[config.mk]
export PLATFORM = sky130hd
export DESIGN_NAME = spm_seq_mult_flat
export DESIGN_NICKNAME = d
export VERILOG_FILES = /design/src/rtl/spm_seq_mult_if.sv /design/src/rtl/spm_seq_mult.sv /design/src/flat_wrapper.sv
export SDC_FILE = /design/constraint.sdc
export NUM_CORES = 1
export LEC_CHECK = 0
export ABC_AREA = 1
export BUFFER_PORTS_ARGS = -buffer_cell sky130_fd_sc_hd__buf_2
export CORE_AREA = 4 4 181 183
export DETAILED_ROUTE_END_ITERATION = 8
export DIE_AREA = 0 0 185 187
export MAX_ROUTING_LAYER = met4
export PLACE_DENSITY = 0.74
export SLEW_MARGIN = 20
export SYNTH_ARGS = -nofsm -noshare
export SYNTH_HDL_FRONTEND = slang
export SYNTH_SLANG_ARGS = --single-unit
[constraint.sdc]
create_clock -name clk -period 1.75 [get_ports clk]
set_input_delay 0.2625 -clock clk [delete_from_list [all_inputs] [get_ports clk]]
set_output_delay 0.2625 -clock clk [all_outputs]
set_load 0.01 [all_outputs]
[src/rtl/spm_seq_mult_if.sv]
// Operand/result handshake bundle for the serial-parallel multiplier.
// master = operand producer + result consumer, slave = the multiplier.
interface spm_seq_mult_if #(
    parameter int WIDTH = 32
);
    logic                 in_valid;
    logic                 in_ready;
    logic                 in_signed;
    logic [WIDTH-1:0]     in_x;
    logic [WIDTH-1:0]     in_y;
    logic                 out_valid;
    logic                 out_ready;
    logic [2*WIDTH-1:0]   out_p;
    logic                 busy;

    modport master (
        output in_valid, in_signed, in_x, in_y, out_ready,
        input  in_ready, out_valid, out_p, busy
    );

    modport slave (
        input  in_valid, in_signed, in_x, in_y, out_ready,
        output in_ready, out_valid, out_p, busy
    );
endinterface

[src/rtl/spm_seq_mult.sv]
// Serial-parallel multiplier: a row of WIDTH carry-save cells consumes y LSB-first
// and emits one product bit per cycle over 2*WIDTH cycles; signed via magnitudes.
module spm_seq_mult #(
    parameter int WIDTH     = 32,
    parameter int SIGNED_EN = 1
) (
    input  logic          clk,
    input  logic          rst,
    spm_seq_mult_if.slave bus
);
    localparam int PW = 2 * WIDTH;
    localparam int CW = $clog2(PW);
    localparam logic [CW-1:0] CNT_LAST = CW'(PW - 1);

    typedef enum logic [1:0] {
        ST_IDLE,
        ST_SHIFT,
        ST_DONE
    } state_t;

    state_t           state_q, state_d;
    logic [CW-1:0]    cnt_q, cnt_d;
    logic [WIDTH-1:0] xr_q, xr_d;
    logic [WIDTH-1:0] yr_q, yr_d;
    logic             neg_q, neg_d;
    logic [WIDTH-1:0] s_q, s_d;
    logic [WIDTH-1:0] c_q, c_d;
    logic [PW-3:0]    acc_q, acc_d;
    logic [PW-1:0]    out_p_q, out_p_d;

    logic [WIDTH-1:0] s_nxt;
    logic [WIDTH-1:0] c_nxt;
    logic [PW-1:0]    acc_fin;
    logic             ybit;
    logic             sgn;

    // yr shifts right each SHIFT cycle, so bit 0 is y[cnt] and reads 0 after WIDTH cycles.
    assign ybit = yr_q[0];

    for (genvar gi = 0; gi < WIDTH; gi++) begin : g_cell
        logic a;
        logic b;
        assign a = xr_q[gi] & ybit;
        if (gi == WIDTH - 1) begin : g_top
            assign b = 1'b0;
        end else begin : g_mid
            assign b = s_q[gi+1];
        end
        assign s_nxt[gi] = a ^ b ^ c_q[gi];
        assign c_nxt[gi] = (a & b) | (a & c_q[gi]) | (b & c_q[gi]);
    end

    // acc trails s[0] by one cycle, so the finished product is the fresh bit,
    // the previous bit still sitting in s[0], and the older bits in acc.
    assign acc_fin = {s_nxt[0], s_q[0], acc_q};

    always_comb begin
        state_d = state_q;
        cnt_d   = cnt_q;
        xr_d    = xr_q;
        yr_d    = yr_q;
        neg_d   = neg_q;
        s_d     = s_q;
        c_d     = c_q;
        acc_d   = acc_q;
        out_p_d = out_p_q;
        sgn     = 1'b0;

        case (state_q)
            ST_IDLE: begin
                if (bus.in_valid) begin
                    sgn     = bus.in_signed && (SIGNED_EN != 0);
                    xr_d    = (sgn && bus.in_x[WIDTH-1]) ? (~bus.in_x + WIDTH'(1)) : bus.in_x;
                    yr_d    = (sgn && bus.in_y[WIDTH-1]) ? (~bus.in_y + WIDTH'(1)) : bus.in_y;
                    neg_d   = sgn && (bus.in_x[WIDTH-1] ^ bus.in_y[WIDTH-1]);
                    s_d     = '0;
                    c_d     = '0;
                    acc_d   = '0;
                    cnt_d   = '0;
                    state_d = ST_SHIFT;
                end
            end
            ST_SHIFT: begin
                s_d   = s_nxt;
                c_d   = c_nxt;
                acc_d = {s_q[0], acc_q[PW-3:1]};
                yr_d  = yr_q >> 1;
                cnt_d = cnt_q + CW'(1);
                if (cnt_q == CNT_LAST) begin
                    state_d = ST_DONE;
                    out_p_d = neg_q ? (~acc_fin + PW'(1)) : acc_fin;
                end
            end
            ST_DONE: begin
                if (bus.out_ready) begin
                    state_d = ST_IDLE;
                end
            end
            default: state_d = ST_IDLE;
        endcase
    end

    always_ff @(posedge clk or negedge rst) begin
        if (!rst) begin
            state_q <= ST_IDLE;
            cnt_q   <= '0;
            xr_q    <= '0;
            yr_q    <= '0;
            neg_q   <= 1'b0;
            s_q     <= '0;
            c_q     <= '0;
            acc_q   <= '0;
            out_p_q <= '0;
        end else begin
            state_q <= state_d;
            cnt_q   <= cnt_d;
            xr_q    <= xr_d;
            yr_q    <= yr_d;
            neg_q   <= neg_d;
            s_q     <= s_d;
            c_q     <= c_d;
            acc_q   <= acc_d;
            out_p_q <= out_p_d;
        end
    end

    assign bus.in_ready  = (state_q == ST_IDLE);
    assign bus.out_valid = (state_q == ST_DONE);
    assign bus.busy      = (state_q == ST_SHIFT);
    assign bus.out_p     = out_p_q;
endmodule

[src/flat_wrapper.sv]
// flat-port wrapper written by rule: the top's interface ports become plain ports
module spm_seq_mult_flat 
#(
    parameter int WIDTH     = 32,
    parameter int SIGNED_EN = 1
)
  (clk, rst, bus_in_valid, bus_in_signed, bus_in_x, bus_in_y, bus_out_ready, bus_in_ready, bus_out_valid, bus_out_p, bus_busy);
  spm_seq_mult_if #(.WIDTH(WIDTH)) bus_i ();
  input  logic clk;
  input  logic rst;
  input wire logic [$bits(bus_i.in_valid)-1:0] bus_in_valid;
  input wire logic [$bits(bus_i.in_signed)-1:0] bus_in_signed;
  input wire logic [$bits(bus_i.in_x)-1:0] bus_in_x;
  input wire logic [$bits(bus_i.in_y)-1:0] bus_in_y;
  input wire logic [$bits(bus_i.out_ready)-1:0] bus_out_ready;
  output wire logic [$bits(bus_i.in_ready)-1:0] bus_in_ready;
  output wire logic [$bits(bus_i.out_valid)-1:0] bus_out_valid;
  output wire logic [$bits(bus_i.out_p)-1:0] bus_out_p;
  output wire logic [$bits(bus_i.busy)-1:0] bus_busy;
  assign bus_i.in_valid = bus_in_valid;
  assign bus_i.in_signed = bus_in_signed;
  assign bus_i.in_x = bus_in_x;
  assign bus_i.in_y = bus_in_y;
  assign bus_i.out_ready = bus_out_ready;
  assign bus_in_ready = bus_i.in_ready;
  assign bus_out_valid = bus_i.out_valid;
  assign bus_out_p = bus_i.out_p;
  assign bus_busy = bus_i.busy;
  spm_seq_mult #(.WIDTH(WIDTH), .SIGNED_EN(SIGNED_EN)) u_core (.clk(clk), .rst(rst), .bus(bus_i));
endmodule
== Yosys cells after proc, flatten, opt, wreduce, memory -nomap -nowiden ==
Cells that the tools add are included.
Storage, ports and cells
  flip-flop bits (word level): 263
  input bits: 69
  bits in read-only memories: 0
  output and inout bits: 67
  latch bits: 0
  memories kept: 0
  memory bits (writable): 0
  word-level logic and storage cells: 299
Cells by class
  reductions and logical operators: 9
  div/mod/pow operators: 0
  bitwise gates (word level): 255
  magnitude comparators: 0
  shifts and indexed selects: 0
  multiply operators: 0
  equality and inequality tests: 6
  multiplexer cells: 16
  add/sub/neg operators: 4
Operators with widths (count)
  $pmux W32 S2: 3
  $mux W32: 4
  $and A1 B1 Y1: 126
  $pmux W62 S2: 1
  $add A32 B1 Y32 const B: 2
  $add A64 B1 Y64 const B: 1
  $mux W64: 1
  $not A32 Y32: 2
  $not A64 Y64: 1
  $xor A1 B1 Y1: 64
  $mux W62: 1
  $or A1 B1 Y1: 62
  $pmux W6 S2: 1
  $add A6 B1 Y6 const B: 1
  $eq A6 B6 Y1 const B: 1
  $mux W2: 3
  $mux W6: 1
  $pmux W2 S3: 1
  $reduce_and A2 Y1: 3
  $ne A2 B2 Y1 const B: 2
  $logic_and A1 B1 Y1: 3
  $reduce_and A3 Y1: 1
  $eq A2 B1 Y1 const B: 1
  $eq A2 B2 Y1 const B: 1
  other kinds (3): 3

== Longest topological paths before layout ==
  depth in word-level cells: 6
  gate-level depth with buffers: 12
  mapped depth without buffers: 12

== Least setup slack after synthesis ==
OpenSTA, ideal clock, no wires.
  kind: reg-to-reg
  start point: register u_core.yr_q[0]
  end point: register u_core.out_p_q[63] (netlist: u_core.bus.out_p[63])
  stages on the path, launching flop included: 8
  required time: 1.633 ns
  arrival: 1.590 ns
  setup slack: 0.043 ns
  path buffers: 2
  period minus slack after synthesis: 1.707 ns
  library setup time: 0.117 ns
  cells stage by stage: dfrtp_1 clkbuf_1 clkbuf_1 nand2_1 fa_1 nand3b_1 nand3_1 nand2_1
Between the ends
  cells in the longest elaborated chain, start to end: 6
RTL lines
  start, declared: RTL line spm_seq_mult.sv:24  | logic [WIDTH-1:0] yr_q, yr_d;
  start signal, assigned: RTL line spm_seq_mult.sv:118  | yr_q <= yr_d;
  $and A1 B1 Y1 *: RTL line spm_seq_mult.sv:43  | assign a = xr_q[gi] & ybit;
  $xor A1 B1 Y1 * (2 in series): RTL line spm_seq_mult.sv:49  | assign s_nxt[gi] = a ^ b ^ c_q[gi];
  $not A64 Y64: RTL line spm_seq_mult.sv:91  | out_p_d = neg_q ? (~acc_fin + PW'(1)) : acc_fin;
  $add A64 B1 Y64: RTL line spm_seq_mult.sv:91
  $mux W64 *: RTL line spm_seq_mult.sv:91
  end signal, assigned: RTL line spm_seq_mult.sv:123  | out_p_q <= out_p_d;
  end, declared: RTL line spm_seq_mult.sv:29  | logic [PW-1:0] out_p_q, out_p_d;
Mark *: on every way between the ends. The rest lies on a longest branch, timed or not.
A chain may end at the register's enable or synchronous reset.

== Worst setup path in the final report ==
  start point: register u_core.cnt_q[1]
  end point: register u_core.out_p_q[30] (netlist: u_core.bus.out_p[30])
Between the ends
  cells in the longest elaborated chain, start to end: 2
RTL lines
  start, declared: RTL line spm_seq_mult.sv:22  | logic [CW-1:0] cnt_q, cnt_d;
  start signal, assigned: RTL line spm_seq_mult.sv:116  | cnt_q <= cnt_d;
  $eq A6 B6 Y1: RTL line spm_seq_mult.sv:89  | if (cnt_q == CNT_LAST) begin
  $reduce_and A2 Y1 (no source line)
No other way between the ends.

==> impl_summary.log <==
INFO  metric status = finished with violations
INFO  metric failing_checks = setup timing
INFO  metric max-slew-margin-rel = 60.9%
INFO  metric routed_wl = 42000 um
INFO  metric grt_start_max_net_pins = 126
INFO  metric start_util = 45.3%
INFO  metric synth_seq_area_share = 46.5%
INFO  metric critical_path_peak_fanout = 6
INFO  metric tritoncts = done
INFO  metric post_dp_cell_area = 0.0162 mm2
INFO  metric holdCritPathClass = input pin to flop
INFO  metric timing.hold.worst_endpoint = u_core.xr_q[0]$_DFFE_PN0P_
INFO  metric wire_per_inst = 17.0 um
INFO  metric place.gp.congestion = 0.963
INFO  metric n_antenna_cell = 0
INFO  metric cpMostUsedCell = buf_6
INFO  metric clock-skew-final = 0.0161 ns
INFO  metric die_x = 185 um
INFO  metric layout.nets = 2158
INFO  metric max_freq = 542 MHz
INFO  metric timing.final.max_slew_violations = 0
INFO  metric max-clock-path-buffers = 3
INFO  metric slowest_delay = 0.40 ns
INFO  metric commonest_cells_after_routing_fill_and_taps_aside = nand2_1, dfrtp_1, inv_1
INFO  metric worstMarginPinSlew = 0.586 ns
INFO  metric placement.setup.worst_slack = -0.212 ns
INFO  metric ir_drop = 1.07 mV
INFO  metric global_route.peak_usage_layer = met2
INFO  metric grt_setup_unrepaired = true
INFO  metric grt_pass1_wl = 67500 um
INFO  metric detailroute.via_count = 13400
INFO  metric rrSetupSlack = -0.09 ns
INFO  metric timing.critical_path.slowest_stage_cell = dfrtp_1
INFO  metric portBuffers = 135
INFO  metric crit_path_cell_trace = ha_4 > nand2_4 > nor2_4 > inv_2 > nor2_4 > inv_2 > nor3_4 > buf_6 > buf_12 > buf_6 > buf_6 > nand2_1 > o21ai_1
INFO  metric vias_in_the_first_global_route = 13132
INFO  metric die_area = 0.0346 mm2
INFO  metric ys_warn_count = 0
INFO  metric global_routing_met3_resource_utilization = 3.29%
INFO  metric use_met2 = 36.1%
INFO  metric syn-instance-count = 1784
INFO  metric globalRouteTotalUtil = 24.3%
INFO  metric synth_seq_cells = 263
INFO  metric placementRows = 65
INFO  metric drc = 0
INFO  metric p_leak = 8.88 nW
INFO  metric setup_slack = -0.0934 ns
INFO  metric portion_of_the_clock_cycle_consumed_by_the_worst_path_in_the_final_layout = 105%
INFO  metric drt_pass1_iterations = 6
INFO  metric finalHoldViolations = 0
INFO  metric timing.rr.end = u_core.bus.out_p[30]$_DFFE_PN0P_
INFO  metric layout-drive-gt1-share = 22.7%
INFO  metric synth.net_count = 1889
INFO  metric grt_antenna_before_repair = 0
INFO  metric source_to_sink_clock_delay_at_the_later_pin_of_the_worst_skew_pair = 0.55 ns
INFO  metric avgSynthCellArea = 7.93 um2
INFO  metric max_cap_violations = 0
INFO  metric worstRegToRegCells = 13
INFO  metric worstPathRequired = 2.23 ns
INFO  metric rr_startpoint = u_core.cnt_q[1]$_DFFE_PN0P_
INFO  metric worst_setup_hold_path_clk_slew = 0.06 ns
INFO  metric path_class = flop to flop
INFO  metric critical_path.startpoint = u_core.cnt_q[1]$_DFFE_PN0P_
INFO  metric grtUsageMet1 = 35.4%
INFO  metric boundaryPins = 136
INFO  metric cts_root_buffer = clkbuf_16
INFO  metric place.detailed.hpwl = 29400 um
INFO  metric timing.hold.worst_path_depth = 3
INFO  metric dr_vias_cell = 5.42
INFO  metric post_synth_instance_area = 0.0142 mm2
INFO  metric critPathCaptureType = flop
INFO  metric setup_viol_count_final = 50
INFO  metric core-area = 0.0312 mm2
INFO  metric detail_route.iter0.violations = 1118
INFO  metric worst-endpoint-arrival = 2.32 ns
INFO  metric grt_remaining_overflow = 0
INFO  metric htreeDepth = 1
INFO  metric die_height = 187 um
INFO  metric power.density_cell_area = 1920 mW/mm2
INFO  metric area_growth = 27.7%
INFO  metric stdcell_area = 0.0181 mm2
INFO  metric mostFrequentLayoutCell = nand2_1
INFO  metric tritoncts_num_sinks = 263
INFO  metric tritoncts.num_buffers = 29
INFO  metric critical_hold_path_startpoint = bus_in_x[0]
INFO  metric final_antenna_net_count = 0
INFO  metric post_synth_num_cell_types = 41
INFO  metric min_period = 1.84 ns
INFO  metric startpoint_type = flop
[critical path: cells and delay by family (launching register included)]
kind	cells	cell delay, ns
AND/OR/NAND/NOR	5	0.46
AO/OA/AOI/OAI	1	0.10
adder cells (fa/ha/maj)	1	0.17
flip-flops	1	0.40
buffers and inverters	6	0.62
[registers in the layout, indices dropped and copies added, names as in the netlist]
signal / cells
u_core.state_q: 2
u_core.xr_q: 32
u_core.s_q: 32
u_core.c_q: 32
u_core.neg_q: 1
u_core.yr_q: 32
u_core.cnt_q: 6
u_core.bus.out_p: 64
u_core.acc_q: 62
[timing repair]
item	CTS	global route
setup endpoints to repair	48	76
gates resized for setup	32	105
hold buffers	7	0
gates cloned	2	5
buffers inserted	17	16
endpoints found under the hold margin	51	0
pin swaps	4	43
[report_power, final]
part           leakage, nW  internal, mW  switching (mW)
registers             3.43          8.62            1.60
logic                 4.97          7.53            10.8
clock network        0.474          3.73            2.44
[cell families (layout without fill, tap and decap cells)]
| family | Yosys count | in the layout | share of synthesized area, % |
|---|---|---|---|
| XOR/XNOR | 45 | 45 | 2.78 |
| AO/OA/AOI/OAI | 311 | 311 | 12.9 |
| flip-flops | 263 | 263 | 46.5 |
| adder cells (fa/ha/maj) | 36 | 36 | 4.83 |
| AND/OR/NAND/NOR | 857 | 857 | 25.2 |
| buffers and inverters | 272 | 560 | 7.74 |
[layout make-up]
| cell class | instances | area, um2 |
|---|---|---|
| clock buffer | 38 | 790 |
| clock inverter | 12 | 164 |
| fill | 2768 | 13200 |
| inverter | 195 | 734 |
| multi-input combinational | 1249 | 6900 |
| sequential | 263 | 6590 |
| tap | 402 | 503 |
| timing repair buffer | 315 | 2410 |
[cells in the mapped netlist, drive strengths merged]
cell type	instances	area (um2)
o21ai	123	634
nand3	136	691
clkinv	1	3.75
fa	31	621
buf	43	236
nor2	187	734
clkbuf	34	128
a22o	2	17.5
nor4	2	12.5
o211ai	1	7.51
ha	5	62.6
a22oi	29	218
inv	194	728
xnor2	7	61.3
dfrtp	263	6580
nand3b	7	52.6
a21oi	22	110
nand2	479	1800
xor2	38	333
o22ai	126	788
and3	1	6.26
nand4	29	181
o21bai	1	7.51
nor3	11	60.1
a31oi	4	25.0
o21a	1	7.51
o31ai	2	15.0
or2	5	31.3
[per-stage QoR]
stage / total power, mW / hold slack [ns] / std cells / setup TNS (ns) / utilization, %
after floorplan: 20.1 / -0.0331 / 1784 / 0 / -
after global placement: 26.2 / 0.220 / 2381 / -0.489 / 51.9
after detailed placement: 26.6 / 0.221 / 2381 / -4.16 / 51.9
after CTS: 33.2 / 0.000261 / 2457 / -3.70 / 56.1
after global routing: 37.4 / 0.0267 / 2474 / -8.93 / 57.9
final: 34.7 / 0.0247 / 2474 / -2.07 / 57.9
[worst max-delay path by stage]
stage | depth (start not counted) | to
finish | 13 | u_core.bus.out_p[30]$_DFFE_PN0P_
detailed placement | 11 | u_core.bus.out_p[58]$_DFFE_PN0P_
global route | 12 | u_core.bus.out_p[17]$_DFFE_PN0P_
CTS | 4 | bus_busy
floorplan | 7 | u_core.bus.out_p[63]$_DFFE_PN0P_
global placement | 11 | u_core.bus.out_p[58]$_DFFE_PN0P_
[per-layer routing]
metal / share of wire, % / wire [um]
met3: 6.9 / 2910
met1: 45 / 18800
met2: 46 / 19200
met5: 0 / 0
met4: 2.9 / 1210
No activity file was read; power rests on OpenSTA's default activity.
